==> config.mk <==
export PLATFORM = sky130hd
export DESIGN_NAME = uart_rx8
export DESIGN_NICKNAME = d
export VERILOG_FILES = /design/src/rtl/uart_pkg.sv /design/src/rtl/rx_sync.sv /design/src/rtl/uart_rx8.sv
export SDC_FILE = /design/constraint.sdc
export NUM_CORES = 1
export LEC_CHECK = 0
export ABC_AREA = 1
export BUFFER_PORTS_ARGS = -buffer_cell sky130_fd_sc_hd__buf_2
export CAP_MARGIN = 0
export CORE_AREA = 2 2 57 59
export CTS_BUF_LIST = sky130_fd_sc_hd__clkbuf_4 sky130_fd_sc_hd__clkbuf_8
export CTS_CLUSTER_DIAMETER = 40
export DETAILED_ROUTE_END_ITERATION = 12
export DIE_AREA = 0 0 59 61
export PLACE_DENSITY_LB_ADDON = 0.12
export SLEW_MARGIN = 20
export SYNTH_ARGS = -nofsm -noshare
export SYNTH_HDL_FRONTEND = slang
export SYNTH_SLANG_ARGS = --single-unit
==> constraint.sdc <==
create_clock -name clk -period 3.4 [get_ports clk]
set_clock_uncertainty 0.05 [all_clocks]
set_input_delay 0.68 -clock clk [delete_from_list [all_inputs] [get_ports clk]]
set_output_delay 0.68 -clock clk [all_outputs]
set_load 0.05 [all_outputs]
==> src/rtl/uart_pkg.sv <==
// Shared types and constants for the 8x-oversampled UART receiver.
package uart_pkg;

    typedef enum logic [2:0] {
        StIdle,
        StStart,
        StData,
        StStop,
        StBreak
    } state_e;

    localparam int unsigned OVERSAMPLE_DEF = 8;
    localparam int unsigned DATA_BITS_DEF  = 8;

    // Majority-vote sample points within a bit, centred on tick 4 of 0..7.
    localparam logic [2:0] SAMPLE_A = 3'd3;
    localparam logic [2:0] SAMPLE_B = 3'd4;
    localparam logic [2:0] SAMPLE_C = 3'd5;

endpackage

==> src/rtl/rx_sync.sv <==
// Two-flop synchronizer for the serial line; resets to the idle (high) level.
module rx_sync (
    input  logic clk_i,
    input  logic rst_i,
    input  logic d_i,
    output logic q_o
);

    logic [1:0] sync_q;

    always_ff @(posedge clk_i) begin
        if (rst_i) begin
            sync_q <= 2'b11;
        end else begin
            sync_q <= {sync_q[0], d_i};
        end
    end

    assign q_o = sync_q[1];

endmodule

==> src/rtl/uart_rx8.sv <==
// UART receiver: 8x oversampling, 3-sample majority vote per bit, LSB first.
module uart_rx8
    import uart_pkg::*;
#(
    parameter int unsigned DATA_BITS  = DATA_BITS_DEF,
    parameter int unsigned OVERSAMPLE = OVERSAMPLE_DEF
) (
    input  logic                 clk,
    input  logic                 rst,
    input  logic                 baud8_tick,
    input  logic                 rxd,
    output logic [DATA_BITS-1:0] data,
    output logic                 data_valid,
    output logic                 frame_err,
    output logic                 busy
);

    localparam int unsigned IdxW      = (DATA_BITS > 1) ? $clog2(DATA_BITS) : 1;
    localparam logic [2:0]  TickLast  = 3'(OVERSAMPLE - 1);
    localparam logic [IdxW-1:0] BitLast = IdxW'(DATA_BITS - 1);

    logic                 rxs;
    state_e               state_q, state_d;
    logic [2:0]           tick_q, tick_d, tick_cur;
    logic [IdxW-1:0]      bit_q, bit_d;
    logic [1:0]           samp_q, samp_d;
    logic [DATA_BITS-1:0] shift_q, shift_d;
    logic [DATA_BITS-1:0] data_q, data_d;
    logic                 valid_q, valid_d;
    logic                 ferr_q, ferr_d;
    logic                 maj;

    rx_sync u_rx_sync (
        .clk_i (clk),
        .rst_i (rst),
        .d_i   (rxd),
        .q_o   (rxs)
    );

    always_comb begin
        tick_cur = tick_q + 3'd1;
        maj      = (samp_q[1] & samp_q[0]) | (samp_q[1] & rxs) | (samp_q[0] & rxs);
        state_d  = state_q;
        tick_d   = tick_q;
        bit_d    = bit_q;
        samp_d   = samp_q;
        shift_d  = shift_q;
        data_d   = data_q;
        valid_d  = 1'b0;
        ferr_d   = 1'b0;

        if (baud8_tick) begin
            case (state_q)
                StIdle: begin
                    // This tick is tick 0 of the start bit.
                    if (!rxs) begin
                        state_d = StStart;
                        tick_d  = 3'd0;
                        bit_d   = '0;
                    end
                end
                StBreak: begin
                    if (rxs) state_d = StIdle;
                end
                default: begin
                    tick_d = tick_cur;
                    if (tick_cur == SAMPLE_A) samp_d[0] = rxs;
                    if (tick_cur == SAMPLE_B) samp_d[1] = rxs;
                    if (tick_cur == SAMPLE_C) begin
                        if (state_q == StStart) begin
                            if (maj) state_d = StIdle;
                        end else if (state_q == StData) begin
                            shift_d = DATA_BITS'({maj, shift_q} >> 1);
                        end else begin
                            // Stop decided early so an immediate next start edge is caught.
                            if (maj) begin
                                data_d  = shift_q;
                                valid_d = 1'b1;
                                state_d = StIdle;
                            end else begin
                                ferr_d  = 1'b1;
                                state_d = StBreak;
                            end
                        end
                    end
                    if (tick_cur == TickLast) begin
                        if (state_q == StStart) begin
                            state_d = StData;
                            bit_d   = '0;
                        end else if (state_q == StData) begin
                            if (bit_q == BitLast) begin
                                state_d = StStop;
                            end else begin
                                bit_d = bit_q + IdxW'(1);
                            end
                        end
                    end
                end
            endcase
        end
    end

    always_ff @(posedge clk) begin
        if (rst) begin
            state_q <= StIdle;
            tick_q  <= 3'd0;
            bit_q   <= '0;
            samp_q  <= 2'b00;
            shift_q <= '0;
            data_q  <= '0;
            valid_q <= 1'b0;
            ferr_q  <= 1'b0;
        end else begin
            state_q <= state_d;
            tick_q  <= tick_d;
            bit_q   <= bit_d;
            samp_q  <= samp_d;
            shift_q <= shift_d;
            data_q  <= data_d;
            valid_q <= valid_d;
            ferr_q  <= ferr_d;
        end
    end

    assign data       = data_q;
    assign data_valid = valid_q;
    assign frame_err  = ferr_q;
    assign busy       = (state_q != StIdle);

endmodule

# Word level (Yosys, flattened, before mapping)
# Cells that the tools add are included.
[totals]
ff_bits = 31
out_inout_bits = 11
inputBits = 4
[classes]
bitwise = 11
n_addsub = 2
mux = 21
eq_ne = 11
n_reduce_logical = 13
[op_table]
columns = ["op", "n"]
rows = [
  ["3-bit 2-to-1 mux", 16],
  ["3-bit one-hot mux with 2 select lines", 3],
  ["3-bit == test (second input constant)", 5],
  ["3-bit AND reduction", 4],
  ["6-bit AND reduction", 2],
  ["7-bit OR reduction", 1],
  ["3-bit by 1-bit adder with 3-bit output (second input constant)", 2],
  ["3-bit by 2-bit == test with 1-bit output (second input constant)", 2],
  ["1-bit NOT", 6],
  ["3-bit nonzero test", 2],
  ["5-bit AND reduction", 1],
  ["1-bit bitwise AND", 3],
  ["3-bit by 1-bit == test with 1-bit output (second input constant)", 1],
  ["3-bit logical NOT", 1],
  ["3-bit by 2-bit != test with 1-bit output (second input constant)", 1],
  ["1-bit 2-to-1 mux", 2],
  ["2-bit by 1-bit != test with 1-bit output (second input constant)", 1],
  ["2-bit != test (second input constant)", 1],
  ["1-bit bitwise OR", 2],
  ["2-bit nonzero test", 1],
  ["2-bit OR reduction", 1],
]

# Depth between registers and ports, before layout
[depth]
word_depth = 12
mapped_depth = 11

# Modules after synthesis
# A second synthesis with hierarchy kept.
[hier_totals]
cells_unflattened = 204
area_unflattened_um2 = 1471.4
[by_module_without_submodules]
columns = ["mod", "n_inst", "cells_per_inst", "area_per_inst_um2", "seq_area_each_um2"]
rows = [
  ["uart_rx8", 1, 197, 1412.6, 580.6],
  ["rx_sync", 1, 7, 58.8, 40.0],
]

# Worst setup path before layout
# Ideal clock, no wire load.
[synth_timing]
path_kind = "register -> register"
startpoint = "register tick_q[0]"
endpoint = "register data_q[0], in the netlist data[0]"
stages_incl_launch_ff = 11
slack_ns = 1.676
required_time_ns = 3.234
n_path_buf = 0
period_less_slack_ns = 1.724
t_arrival_ns = 1.558
path_cell_list = "dfxtp_1 -> ha_1 -> ha_1 -> inv_1 -> nand2_1 -> nor2_2 -> inv_1 -> nor2_1 -> nand2_2 -> o21ai_0 -> nor2_1"
[synth_via]
elab_chain_cells = 3
[synth_rtl]
columns = ["item", "line_no", "rtl"]
rows = [
  ["start, declared", "uart_rx8.sv:24", "logic [2:0] tick_q, tick_d, tick_cur;"],
  ["start signal, assigned", "uart_rx8.sv:115", "tick_q <= tick_d;"],
  ["3-bit by 1-bit adder with 3-bit output", "uart_rx8.sv:41", "tick_cur = tick_q + 3'd1;"],
  ["3-bit == test", "uart_rx8.sv:69", "if (tick_cur == SAMPLE_C) begin"],
  ["6-bit AND reduction (no source line)", "--", ""],
  ["end signal, assigned", "uart_rx8.sv:119", "data_q <= data_d;"],
  ["end, declared", "uart_rx8.sv:28", "logic [DATA_BITS-1:0] data_q, data_d;"],
]
# No other way between the ends.
# A chain may end at the register's enable or synchronous reset.

# Final worst setup path
[layout_timing]
startpoint = "register state_q[0]"
endpoint = "output port busy"
[layout_via]
elab_chain_cells = 1
[layout_rtl]
columns = ["item", "line_no", "rtl"]
rows = [
  ["start, declared", "uart_rx8.sv:23", "state_e state_q, state_d;"],
  ["start signal, assigned", "uart_rx8.sv:105", "state_q <= StIdle;"],
  ["start signal, assigned", "uart_rx8.sv:114", "state_q <= state_d;"],
  ["3-bit nonzero test", "uart_rx8.sv:128", "assign busy = (state_q != StIdle);"],
  ["end, declared", "uart_rx8.sv:15", "output logic busy"],
]
# No other way between the ends.

==> impl.org <==
** Run status
- Result of the run :: complete, no violations

** Yosys
- Ranking of synthesized cells by instance count :: nor2_1 (37), nand2_1 (33), dfxtp_1 (31)
- Synth Register Bits :: 31
- Synth area leaders :: dfxtp_1 (43%), nor2_1 (9.7%), nand2_1 (8.7%)
- Post-Syn Area :: 1430 µm²
- For this run, the register share of the synthesized area comes to 0.434.
- In the synthesized netlist the dominant register cell turns out to be dfxtp_1.
- Yosys printed 0 warnings.
- Cells after Synth :: 199
- Each instance of the synthesized netlist takes up on average 7.19 µm².
- Number of distinct library cells after synthesis :: 23
- nor2_1 is the most common cell in the netlist.
- In the synthesized netlist the async set-or-reset flop fraction comes to 0.
- Synthesis produced a netlist with a net count of 209.
- EDFF count, synth :: 0
- Of the post-synthesis cell area, the dominant cell type holds 0.434.
- The largest total area in the synthesized netlist belongs to dfxtp_1.

** Floorplan
- Io pins :: 15
- After floorplanning, the core was divided into 20 placement rows.
- The die covers 3600 µm².
- Measured along the x axis, the die boundary spans 59 µm.
- The initial utilization of the core area, before any placement, comes to 0.484.
- Height of the die :: 61 µm
- After floorplanning, the core was sized to cover 2950 µm².

** Detailed routing
- After detailed routing, the number of remaining DRC violations is 0.
- Drt first pass iters :: 4
- Number of DRC markers in iteration 0 :: 39
- Routed Wire Length :: 2740 µm
- Vias post-DR :: 1255
- In the final routed layout, each cell accounts on average for 11.0 µm.
- Mean number of vias per cell :: 5.04
- Once detail routing completed, the nets flagged for antenna violations numbered 0.

** STA
- Based on the critical path, the design can be clocked at up to 0.483 GHz.
- Hold violation total from the final report :: 0
- Unrepaired setup endpoints after global routing :: no
- The worst pin sits at a relative slew slack of 0.655.
- In the finished design, the share of the clock period the worst path needs comes to 0.609.
- Summed over all failing endpoints, the final setup total negative slack is 0 ns.
- For the pin with the worst max-slew slack, the measured transition is 0.517 ns.
- The smallest clock period supported by the final layout is computed as 2.07 ns.
- Count of final setup violators :: 0
- The final max-slew violation count is 0.

** Setup path
- Critical-path maximum fanout :: 9
- Data arrives at the worst endpoint at 1.34 ns.
- Critical path's largest stage delay :: 0.52 ns
- Data on the critical path is required at its endpoint by 2.67 ns.
- Slowest stage cell on the critical path :: dfxtp_1
- Traced cell by cell, the critical path runs through nor2_4 > nand2_2 > buf_2.
- The critical path is of the flop to output port type.
- Crit path capture type :: output port
- STA classifies the critical path startpoint as a flop.

** Global routing
- The first global-routing pass estimated 4860 µm of wire.
- Antenna violations before repair :: 0
- In the global route stage, overall resource usage came out at 0.186.
- Peak-usage layer in the global routing report :: met2
- Entering global routing, the biggest net connects 23 pins.
- Met1 capacity usage during global routing :: 0.184
- Via count of the first global-routing pass :: 1198
- Grt total ovfl :: 0
- For this run, global-route usage on met3 was measured as 0.0640.
- For this run, global-route usage on met2 was measured as 0.335.

** Clock network
- Clock network latency to the later pin of the worst-skew pair :: 0.33 ns
- Post-CTS Resized :: 0
- Setup Fix Bufs, Post-CTS :: 0
- H-tree level count :: 2
- Clock tree synthesis inserted a total of 5 buffers.
- Buffers inserted to repair hold after CTS numbered 0.
- Cell at the root of the clock tree :: clkbuf_4
- The tree built by TritonCTS fans out to 31 sinks.
- After clock tree synthesis, the clock-pin slew on the worst setup and hold paths is 0.10 ns.
- Clock tree from TritonCTS :: done
- Number of buffers on the longest clock path :: 2

** Min path
- The path class of the tightest hold or removal check is flop to flop.

** Final layout
- Register cell area after layout :: 621 µm²
- The filler cells instantiated in the layout total 309.
- In the final design database the tool counted 226 nets.
- 0 antenna diodes ended up in the layout.
- In the final layout, the multi-input gates occupy 699 µm².
- Area delta synth->final :: 10.1%
- Fraction of layout cells with a size suffix above 1 :: 0.171

** Place
- Number of port buffers :: 14
- Detail Placement HPWL :: 2090 µm
- At the end of routability-driven placement, the weighted congestion stood at 0.884.

** Job
- Total of max-cap violations :: 0

** Power
- Summed over all cells, the static leakage comes to 0.715 nW.
- Post-layout power :: 0.000664 W
- For this design the ratio of total power to cell area is 422 nW/µm².
- Largest vdd supply drop :: 0.214 mV
[through the flow]
stage	area (µm²)	setup slack, ns	utilization	hold WS, ns	instances
2_1_floorplan	1430	1.68	-	0.339	199
3_3_place_gp	1520	1.56	0.514	0.341	242
3_5_place_dp	1520	1.50	0.514	0.343	242
4_1_cts	1580	1.32	0.533	0.366	249
5_1_grt	1580	1.26	0.533	0.402	249
6_report	1580	1.33	0.533	0.364	249
[cells by family (layout without fill, tap and decap cells)]
group	after synthesis	after routing	share of synthesized area
flops	31	31	0.434
simple gates	96	96	0.293
buf+inv	27	44	0.0770
compound gates	39	39	0.143
fa+ha+maj	6	6	0.0525
[layout by cell type (no fill, tap or decap), drive strengths merged]
master	count
o21ai	24
nand4	1
nor2	42
ha	6
nor3	2
dfxtp	31
inv	22
a21boi	1
a31oi	2
nand3	11
buf	14
o21bai	2
a21oi	10
nand2	38
clkinv	2
or2	2
clkbuf	6
[report_power, final]
part | leakage (nW) | total [W] | internal (W) | switching, W
Sequential | 0.251 | 0.000378 | 0.000370 | 0.00000788
Combinational | 0.430 | 0.0000690 | 0.0000235 | 0.0000455
Clock | 0.0341 | 0.000217 | 0.0000956 | 0.000122
[worst paths after layout]
path | startpoint | to | slack (ns) | cells past startpoint
worst max register to register | tick_q[0] | data[5] | 1.48 | 10
worst min register to register | u_rx_sync.sync_q[0] | u_rx_sync.sync_q[1] | 0.36 | 1
worst max-delay path | state_q[0] | busy | 1.33 | 3
worst min-delay path | u_rx_sync.sync_q[0] | u_rx_sync.sync_q[1] | 0.36 | 1
[critical path: cells and delay by family (launching register included)]
kind          cells  cell delay (ns)
simple gates      2             0.22
buf+inv           1             0.26
flops             1             0.52
[per-layer routing]
layer  up-vias  wire length [µm]
met5         -                 0
met4         0                61
met3         7               120
met2        24              1360
met1       555              1200
li1        669                 -
[state kept, by name, summed over array words and instances (netlist names)]
| name | count |
|---|---|
| u_rx_sync.sync_q | 2 |
| data_valid | 1 |
| frame_err | 1 |
| shift_q | 8 |
| bit_q | 3 |
| state_q | 3 |
| tick_q | 3 |
| data | 8 |
| samp_q | 2 |
[layout make-up]
class                   count  share of cell area
repair buffers             14              0.0445
flip-flops and latches     31               0.394
multi-input cells         141               0.444
clock inverters             1             0.00318
well taps                  33              0.0262
clock buffers               6              0.0326
inverters                  23              0.0556
(Power assumes the default switching activity.)
